## src/rtl/id_exe_pipe_stage_if.sv

```systemverilog
// Bundle of the decode-side inputs and the EXE-side pipeline-register outputs
// of id_exe_pipe_stage; clk/rst stay outside as plain ports.
interface id_exe_pipe_stage_if #(
    parameter int DATA_W = 32,
    parameter int CMD_W  = 4
);
    logic              id_valid;
    logic [31:0]       instruction;
    logic [DATA_W-1:0] id_pc;
    logic [DATA_W-1:0] reg1;
    logic [DATA_W-1:0] reg2;
    logic [CMD_W-1:0]  cu_exe_cmd;
    logic              cu_is_imm;
    logic              cu_st_or_bne;
    logic              cu_mem_r;
    logic              cu_mem_w;
    logic              cu_wb;
    logic              cu_br_en;
    logic [1:0]        cu_br_type;
    logic [4:0]        mem_dest;
    logic              mem_wb_en;
    logic              freeze;

    logic [4:0]        src1;
    logic [4:0]        src2;
    logic              br_taken;
    logic              id_stall;
    logic              exe_valid;
    logic              exe_mem_r;
    logic              exe_mem_w;
    logic              exe_wb;
    logic [CMD_W-1:0]  exe_cmd;
    logic [4:0]        exe_dest;
    logic [4:0]        exe_src1;
    logic [4:0]        exe_src2;
    logic [DATA_W-1:0] exe_val1;
    logic [DATA_W-1:0] exe_val2;
    logic [DATA_W-1:0] exe_reg2;
    logic [DATA_W-1:0] exe_pc;
    logic              dbg_squash;

    modport master (
        output id_valid, instruction, id_pc, reg1, reg2, cu_exe_cmd, cu_is_imm,
               cu_st_or_bne, cu_mem_r, cu_mem_w, cu_wb, cu_br_en, cu_br_type,
               mem_dest, mem_wb_en, freeze,
        input  src1, src2, br_taken, id_stall, exe_valid, exe_mem_r, exe_mem_w,
               exe_wb, exe_cmd, exe_dest, exe_src1, exe_src2, exe_val1,
               exe_val2, exe_reg2, exe_pc, dbg_squash
    );

    modport slave (
        input  id_valid, instruction, id_pc, reg1, reg2, cu_exe_cmd, cu_is_imm,
               cu_st_or_bne, cu_mem_r, cu_mem_w, cu_wb, cu_br_en, cu_br_type,
               mem_dest, mem_wb_en, freeze,
        output src1, src2, br_taken, id_stall, exe_valid, exe_mem_r, exe_mem_w,
               exe_wb, exe_cmd, exe_dest, exe_src1, exe_src2, exe_val1,
               exe_val2, exe_reg2, exe_pc, dbg_squash
    );
endinterface

```

## src/rtl/id_exe_pipe_stage.sv

```systemverilog
// Decode stage with RAW hazard detection, bubble/stall/squash control and the
// ID/EXE pipeline register feeding EXE.
module id_exe_pipe_stage #(
    parameter int DATA_W = 32,
    parameter int IMM_W  = 16,
    parameter int CMD_W  = 4,
    parameter int FWD_EN = 1
) (
    input logic clk,
    input logic rst,
    id_exe_pipe_stage_if.slave bus
);
    logic [4:0]        w_src1;
    logic [4:0]        w_src2;
    logic [4:0]        w_dest;
    logic [DATA_W-1:0] w_imm;
    logic [DATA_W-1:0] w_val2;
    logic              w_live;
    logic              w_uses1;
    logic              w_uses2;
    logic              w_hit_exe;
    logic              w_hit_mem;
    logic              w_hazard;
    logic              w_cond;
    logic              w_br_taken;

    logic              r_squash;
    logic              r_exe_valid;
    logic              r_exe_mem_r;
    logic              r_exe_mem_w;
    logic              r_exe_wb;
    logic [CMD_W-1:0]  r_exe_cmd;
    logic [4:0]        r_exe_dest;
    logic [4:0]        r_exe_src1;
    logic [4:0]        r_exe_src2;
    logic [DATA_W-1:0] r_exe_val1;
    logic [DATA_W-1:0] r_exe_val2;
    logic [DATA_W-1:0] r_exe_reg2;
    logic [DATA_W-1:0] r_exe_pc;

    assign w_src1 = bus.instruction[20:16];
    assign w_dest = bus.instruction[25:21];
    assign w_src2 = bus.cu_st_or_bne ? bus.instruction[25:21] : bus.instruction[15:11];
    assign w_imm  = {{(DATA_W-IMM_W){bus.instruction[IMM_W-1]}}, bus.instruction[IMM_W-1:0]};
    assign w_val2 = bus.cu_is_imm ? w_imm : bus.reg2;

    // The wrong-path instruction behind a taken branch is dead: no hazard, no branch.
    assign w_live  = bus.id_valid & ~r_squash;
    assign w_uses1 = ~(bus.cu_br_en & (bus.cu_br_type == 2'b10));
    assign w_uses2 = ~bus.cu_is_imm | bus.cu_st_or_bne;

    assign w_hit_exe =
        (w_uses1 & r_exe_valid & r_exe_wb & (r_exe_dest == w_src1) & (w_src1 != 5'd0)) |
        (w_uses2 & r_exe_valid & r_exe_wb & (r_exe_dest == w_src2) & (w_src2 != 5'd0));
    assign w_hit_mem =
        (w_uses1 & bus.mem_wb_en & (bus.mem_dest == w_src1) & (w_src1 != 5'd0)) |
        (w_uses2 & bus.mem_wb_en & (bus.mem_dest == w_src2) & (w_src2 != 5'd0));

    // Branches compare in ID, so they never benefit from EXE forwarding.
    always_comb begin
        w_hazard = 1'b0;
        if (FWD_EN == 0 || bus.cu_br_en)
            w_hazard = w_live & (w_hit_exe | w_hit_mem);
        else
            w_hazard = w_live & w_hit_exe & r_exe_mem_r;
    end

    always_comb begin
        w_cond = 1'b0;
        case (bus.cu_br_type)
            2'b00:   w_cond = (bus.reg1 == '0);
            2'b01:   w_cond = (bus.reg1 != bus.reg2);
            2'b10:   w_cond = 1'b1;
            default: w_cond = 1'b0;
        endcase
    end

    assign w_br_taken = w_live & bus.cu_br_en & w_cond & ~w_hazard & ~bus.freeze;

    always_ff @(posedge clk) begin
        if (!rst) begin
            r_squash    <= 1'b0;
            r_exe_valid <= 1'b0;
            r_exe_mem_r <= 1'b0;
            r_exe_mem_w <= 1'b0;
            r_exe_wb    <= 1'b0;
            r_exe_cmd   <= '0;
            r_exe_dest  <= '0;
            r_exe_src1  <= '0;
            r_exe_src2  <= '0;
            r_exe_val1  <= '0;
            r_exe_val2  <= '0;
            r_exe_reg2  <= '0;
            r_exe_pc    <= '0;
        end else if (bus.freeze) begin
            r_squash <= r_squash;
        end else if (w_hazard || !w_live) begin
            // Bubble: only the enables are cleared, payload fields keep their value.
            r_squash    <= 1'b0;
            r_exe_valid <= 1'b0;
            r_exe_mem_r <= 1'b0;
            r_exe_mem_w <= 1'b0;
            r_exe_wb    <= 1'b0;
        end else begin
            r_squash    <= w_br_taken;
            r_exe_valid <= 1'b1;
            r_exe_mem_r <= bus.cu_mem_r;
            r_exe_mem_w <= bus.cu_mem_w;
            r_exe_wb    <= bus.cu_wb;
            r_exe_cmd   <= bus.cu_exe_cmd;
            r_exe_dest  <= w_dest;
            r_exe_src1  <= w_src1;
            r_exe_src2  <= w_src2;
            r_exe_val1  <= bus.reg1;
            r_exe_val2  <= w_val2;
            r_exe_reg2  <= bus.reg2;
            r_exe_pc    <= bus.id_pc;
        end
    end

    assign bus.src1       = w_src1;
    assign bus.src2       = w_src2;
    assign bus.br_taken   = w_br_taken;
    assign bus.id_stall   = bus.freeze | w_hazard;
    assign bus.exe_valid  = r_exe_valid;
    assign bus.exe_mem_r  = r_exe_mem_r;
    assign bus.exe_mem_w  = r_exe_mem_w;
    assign bus.exe_wb     = r_exe_wb;
    assign bus.exe_cmd    = r_exe_cmd;
    assign bus.exe_dest   = r_exe_dest;
    assign bus.exe_src1   = r_exe_src1;
    assign bus.exe_src2   = r_exe_src2;
    assign bus.exe_val1   = r_exe_val1;
    assign bus.exe_val2   = r_exe_val2;
    assign bus.exe_reg2   = r_exe_reg2;
    assign bus.exe_pc     = r_exe_pc;
    assign bus.dbg_squash = r_squash;
endmodule

```

## src/flat_wrapper.sv

```systemverilog
// flat-port wrapper written by rule: the top's interface ports become plain ports
module id_exe_pipe_stage_flat 
#(
    parameter int DATA_W = 32,
    parameter int IMM_W  = 16,
    parameter int CMD_W  = 4,
    parameter int FWD_EN = 1
)
  (clk, rst, bus_id_valid, bus_instruction, bus_id_pc, bus_reg1, bus_reg2, bus_cu_exe_cmd, bus_cu_is_imm, bus_cu_st_or_bne, bus_cu_mem_r, bus_cu_mem_w, bus_cu_wb, bus_cu_br_en, bus_cu_br_type, bus_mem_dest, bus_mem_wb_en, bus_freeze, bus_src1, bus_src2, bus_br_taken, bus_id_stall, bus_exe_valid, bus_exe_mem_r, bus_exe_mem_w, bus_exe_wb, bus_exe_cmd, bus_exe_dest, bus_exe_src1, bus_exe_src2, bus_exe_val1, bus_exe_val2, bus_exe_reg2, bus_exe_pc, bus_dbg_squash);
  id_exe_pipe_stage_if #(.DATA_W(DATA_W), .CMD_W(CMD_W)) bus_i ();
  input logic clk;
  input logic rst;
  input wire logic [$bits(bus_i.id_valid)-1:0] bus_id_valid;
  input wire logic [$bits(bus_i.instruction)-1:0] bus_instruction;
  input wire logic [$bits(bus_i.id_pc)-1:0] bus_id_pc;
  input wire logic [$bits(bus_i.reg1)-1:0] bus_reg1;
  input wire logic [$bits(bus_i.reg2)-1:0] bus_reg2;
  input wire logic [$bits(bus_i.cu_exe_cmd)-1:0] bus_cu_exe_cmd;
  input wire logic [$bits(bus_i.cu_is_imm)-1:0] bus_cu_is_imm;
  input wire logic [$bits(bus_i.cu_st_or_bne)-1:0] bus_cu_st_or_bne;
  input wire logic [$bits(bus_i.cu_mem_r)-1:0] bus_cu_mem_r;
  input wire logic [$bits(bus_i.cu_mem_w)-1:0] bus_cu_mem_w;
  input wire logic [$bits(bus_i.cu_wb)-1:0] bus_cu_wb;
  input wire logic [$bits(bus_i.cu_br_en)-1:0] bus_cu_br_en;
  input wire logic [$bits(bus_i.cu_br_type)-1:0] bus_cu_br_type;
  input wire logic [$bits(bus_i.mem_dest)-1:0] bus_mem_dest;
  input wire logic [$bits(bus_i.mem_wb_en)-1:0] bus_mem_wb_en;
  input wire logic [$bits(bus_i.freeze)-1:0] bus_freeze;
  output wire logic [$bits(bus_i.src1)-1:0] bus_src1;
  output wire logic [$bits(bus_i.src2)-1:0] bus_src2;
  output wire logic [$bits(bus_i.br_taken)-1:0] bus_br_taken;
  output wire logic [$bits(bus_i.id_stall)-1:0] bus_id_stall;
  output wire logic [$bits(bus_i.exe_valid)-1:0] bus_exe_valid;
  output wire logic [$bits(bus_i.exe_mem_r)-1:0] bus_exe_mem_r;
  output wire logic [$bits(bus_i.exe_mem_w)-1:0] bus_exe_mem_w;
  output wire logic [$bits(bus_i.exe_wb)-1:0] bus_exe_wb;
  output wire logic [$bits(bus_i.exe_cmd)-1:0] bus_exe_cmd;
  output wire logic [$bits(bus_i.exe_dest)-1:0] bus_exe_dest;
  output wire logic [$bits(bus_i.exe_src1)-1:0] bus_exe_src1;
  output wire logic [$bits(bus_i.exe_src2)-1:0] bus_exe_src2;
  output wire logic [$bits(bus_i.exe_val1)-1:0] bus_exe_val1;
  output wire logic [$bits(bus_i.exe_val2)-1:0] bus_exe_val2;
  output wire logic [$bits(bus_i.exe_reg2)-1:0] bus_exe_reg2;
  output wire logic [$bits(bus_i.exe_pc)-1:0] bus_exe_pc;
  output wire logic [$bits(bus_i.dbg_squash)-1:0] bus_dbg_squash;
  assign bus_i.id_valid = bus_id_valid;
  assign bus_i.instruction = bus_instruction;
  assign bus_i.id_pc = bus_id_pc;
  assign bus_i.reg1 = bus_reg1;
  assign bus_i.reg2 = bus_reg2;
  assign bus_i.cu_exe_cmd = bus_cu_exe_cmd;
  assign bus_i.cu_is_imm = bus_cu_is_imm;
  assign bus_i.cu_st_or_bne = bus_cu_st_or_bne;
  assign bus_i.cu_mem_r = bus_cu_mem_r;
  assign bus_i.cu_mem_w = bus_cu_mem_w;
  assign bus_i.cu_wb = bus_cu_wb;
  assign bus_i.cu_br_en = bus_cu_br_en;
  assign bus_i.cu_br_type = bus_cu_br_type;
  assign bus_i.mem_dest = bus_mem_dest;
  assign bus_i.mem_wb_en = bus_mem_wb_en;
  assign bus_i.freeze = bus_freeze;
  assign bus_src1 = bus_i.src1;
  assign bus_src2 = bus_i.src2;
  assign bus_br_taken = bus_i.br_taken;
  assign bus_id_stall = bus_i.id_stall;
  assign bus_exe_valid = bus_i.exe_valid;
  assign bus_exe_mem_r = bus_i.exe_mem_r;
  assign bus_exe_mem_w = bus_i.exe_mem_w;
  assign bus_exe_wb = bus_i.exe_wb;
  assign bus_exe_cmd = bus_i.exe_cmd;
  assign bus_exe_dest = bus_i.exe_dest;
  assign bus_exe_src1 = bus_i.exe_src1;
  assign bus_exe_src2 = bus_i.exe_src2;
  assign bus_exe_val1 = bus_i.exe_val1;
  assign bus_exe_val2 = bus_i.exe_val2;
  assign bus_exe_reg2 = bus_i.exe_reg2;
  assign bus_exe_pc = bus_i.exe_pc;
  assign bus_dbg_squash = bus_i.dbg_squash;
  id_exe_pipe_stage #(.DATA_W(DATA_W), .IMM_W(IMM_W), .CMD_W(CMD_W), .FWD_EN(FWD_EN)) u_core (.clk(clk), .rst(rst), .bus(bus_i));
endmodule
```

## config.mk

```make
export PLATFORM = sky130hd
export DESIGN_NAME = id_exe_pipe_stage_flat
export DESIGN_NICKNAME = d
export VERILOG_FILES = /design/src/rtl/id_exe_pipe_stage_if.sv /design/src/rtl/id_exe_pipe_stage.sv /design/src/flat_wrapper.sv
export SDC_FILE = /design/constraint.sdc
export NUM_CORES = 1
export LEC_CHECK = 0
export ABC_AREA = 1
export CORE_MARGIN = 2
export CORE_UTILIZATION = 25
export CTS_CLUSTER_SIZE = 14
export DETAILED_ROUTE_END_ITERATION = 12
export DONT_BUFFER_PORTS = 1
export GPL_ROUTABILITY_DRIVEN = 0
export PLACE_DENSITY = 0.39
export REMOVE_ABC_BUFFERS = 1
export SLEW_MARGIN = 20
export SYNTH_ARGS = -nofsm -noshare
export SYNTH_HDL_FRONTEND = slang
export SYNTH_SLANG_ARGS = --single-unit
```

## constraint.sdc

```tcl
create_clock -name clk -period 2 [get_ports clk]
set_clock_uncertainty 0.05 [all_clocks]
set_input_delay 0.1 -clock clk [delete_from_list [all_inputs] [get_ports clk]]
set_output_delay 0.1 -clock clk [all_outputs]
set_load 0.1 [all_outputs]
```

==> impl_metrics.toml <==
[outcome]
status = "complete, but fails checks"
violations = "hold timing, setup timing"

[timing]
max_slew_margin_pct = 52.3
worstMarginPinSlew_ns = 0.715
period_minus_slack_ns = 2.07
rsz0062_at_grt = "true"
hold_viol = 147
holdWs_ns = -0.266
setup_viol = 2
slew_violations = 0
fin_crit_sh_pct = 103
finalSetupTns_ns = -0.0936
layout_setup_ws_ns = -0.0699
clock.fmax_mhz = 483

[worst_setup_path]
worst-path-max-fanout = 5
reg2reg_slack_ns = 0.02
required_ns = 1.85
cp-start-kind = "register"
r2r-end = "u_core.bus.exe_cmd[0]$_SDFFE_PN0P_"
cp-end-kind = "output port"
r2r_start = "u_core.bus.exe_dest[1]$_SDFFE_PN0P_"
path_class = "reg2out"
worst-r2r-cell-count = 14
arrival_ns = 1.92

[place]
dp_hpwl_um = 20100
place_ws_ns = 0.0000262
numPortBuffers = 0

[synth]
synth_edf_count = 0
synth-main-ff-cell = "dfxtp_1"
synthesis.area_um2 = 7920
seq_area_frac_synth_pct = 38.4
yosys.cell_count.top_type = "nor2_1"
synth_top_cell_by_area = "dfxtp_1"
syn_avg_cell_area_um2 = 6.27
ys_seq_elements = 152
async_reset_ff_share_pct = 0
synth_cell_type_count = 26
ys_top_cells_by_area = "dfxtp_1, nor2_1, nand2_1"
netlist_instances = 1263
ys_top_cells_by_count = "nor2_1, nand2_1, nand4_1"
yosys.area.top_type_share_pct = 38.4
ys.warnings.count = 0

[floorplanning]
ios = 314
coreArea_um2 = 31400
rows = 65
initial_core_util_pct = 25.2
die_h_um = 182
die_w_um = 182
die-area_um2 = 33100

[global_routing]
grt_pass1_vias = 7782
grt_overflow = 0
grt_max_degree = 149
grt_use_total_pct = 17.7
antenna_found_initial = 0
grt_pass1_wl_um = 45600

[clock_tree]
clk_path_buf_depth = 2
cts.clk_slew.worst_paths_ns = 0.06
cts_buffers = 17
clk_latency_ns = 0.45
clock_sinks = 152
cts_hold_buf = 14
cts_root_buf = "clkbuf_16"
cts_tree = "built"
h-tree-depth = 4

[cells_and_area]
fin_util_pct = 33.0
drive_above_1_share_pct = 18.0
fillerInstances = 3558
multiInputGateArea_um2 = 3870
regArea_um2 = 3060
diodes = 0
nets = 1544
syn_to_final_growth_pct = 31.1

[power]
switchingPower_mw = 3.86
p_comb_share_pct = 30.8
clock_power_share_pct = 35.1
powerDensity_nw_per_um2 = 937
switching_share_pct = 39.7
cellInternalPower_mw = 5.86
power_leakage_nw = 5.18
p_seq_share_pct = 34.1
ir_drop_uv = 580
total_power_mw = 9.72

[min_path]
hp-class = "in2reg"
min_to = "u_core.bus.exe_val2[24]$_SDFFE_PN0P_"
hold_depth = 2
min-delay-start = "rst"

[route]
dr.pass1.iters = 4
ant_nets = 0
drtIter0Drc = 376
avgViaCountPerCell = 4.55
wire_per_inst_um = 16.2
drc = 0
routed_wl_um = 29300
num_vias = 8229

[run]
maxCapViolations = 0
[power by group through the flow]
stage	clock network, mW	registers (mW)	logic (mW)
finish	3.41	3.31	2.99
global route	3.67	3.33	3.18
CTS	3.55	3.31	3.01
detailed placement	0	3.38	2.98
global placement	0	3.38	2.97
floorplan	0	4.93	0.782
[final cells by class]
class | instances | share of cell area [%]
clock inverters | 15 | 1.69
repair buffers | 202 | 16.8
clock buffers | 17 | 4.10
inverters | 153 | 5.70
multi-input cells | 868 | 37.3
flip-flops and latches | 152 | 29.5
well taps | 402 | 4.85
[routing by layer]
layer  global-route usage [%]  up-vias  part of all wire, %
met4                     6.48        0                  2.2
met1                     22.4     3710                   44
met5                        0        -                    0
met3                     6.00       36                  8.5
li1                         -     4231                    -
met2                     28.1      252                   45
[flip-flops by register name, indices dropped and copies added, names as in the netlist]
| name | cells |
|---|---|
| u_core.bus.exe_src1 | 5 |
| u_core.bus.exe_val2 | 32 |
| u_core.bus.exe_val1 | 32 |
| u_core.bus.exe_reg2 | 32 |
| u_core.bus.exe_mem_r | 1 |
| u_core.bus.exe_valid | 1 |
| u_core.bus.exe_pc | 32 |
| u_core.bus.dbg_squash | 1 |
| u_core.bus.exe_mem_w | 1 |
| u_core.bus.exe_dest | 5 |
| u_core.bus.exe_src2 | 5 |
| u_core.bus.exe_wb | 1 |
| u_core.bus.exe_cmd | 4 |
[cell families (layout without fill, tap and decap cells)]
family          after synthesis  count (layout)  share of synthesized area, %
buf+inv                     243             387                          13.2
compound gates               48              48                          3.24
simple gates                812             812                          44.3
flops                       152             152                          38.4
xor+xnor                      8               8                         0.885
[what timing repair did]
| action | in CTS | in global routing |
|---|---|---|
| endpoints found under the hold margin | 152 | 147 |
| setup endpoints to repair | 5 | 130 |
| buffers inserted | 2 | 2 |
| pin swaps | 7 | 6 |
| resized for setup | 27 | 3 |
[worst max-delay path, stage by stage, from the launching register on]
cell,delay (ns)
dfxtp_4,0.36
nand3b_1,0.15
nand2_1,0.06
inv_1,0.04
nand2_1,0.05
nor2_1,0.04
nand2_1,0.07
nand2_2,0.07
nand2_4,0.08
buf_6,0.10
inv_4,0.03
nor2_4,0.11
nand2_2,0.08
inv_2,0.07
buf_12,0.17
[layout by cell type (no fill, tap or decap), drive strengths merged]
cell	count
nor2	321
nand2	311
buf	188
nand4	158
inv	153
dfxtp	152
a21oi	26
o21ai	20
clkbuf	17
dlygate4sd3	14
nand3	12
clkinv	11
xnor2	6
nor3	5
nand3b	4
bufinv	3
xor2	2
a21boi	1
o211ai	1
or2	1
clkinvlp	1
[worst max path at each step]
stage | from | to | slack [ns] | cells past startpoint
floorplan | u_core.bus.dbg_squash$_SDFFE_PN0N_ | u_core.bus.exe_cmd[0]$_SDFFE_PN0P_ | -7.25 | 8
global placement | u_core.bus.exe_dest[1]$_SDFFE_PN0P_ | u_core.bus.exe_reg2[24]$_SDFFE_PN0P_ | 0.04 | 13
detailed placement | u_core.bus.exe_dest[1]$_SDFFE_PN0P_ | u_core.bus.exe_cmd[0]$_SDFFE_PN0P_ | 0.00003 | 13
CTS | u_core.bus.exe_dest[1]$_SDFFE_PN0P_ | bus_br_taken | -0.12 | 14
global route | u_core.bus.exe_wb$_SDFFE_PN0N_ | bus_br_taken | -0.20 | 13
finish | u_core.bus.exe_dest[1]$_SDFFE_PN0P_ | bus_br_taken | -0.07 | 14
[through the flow]
stage / hold slack, ns / instances / area (um^2)
floorplan: 0.150 / 1173 / 7450
global placement: 0.151 / 1759 / 9530
detailed placement: 0.151 / 1759 / 9530
CTS: -0.291 / 1807 / 10400
global route: -0.287 / 1809 / 10400
finish: -0.266 / 1809 / 10400
Power figures use the tool's default switching activity.
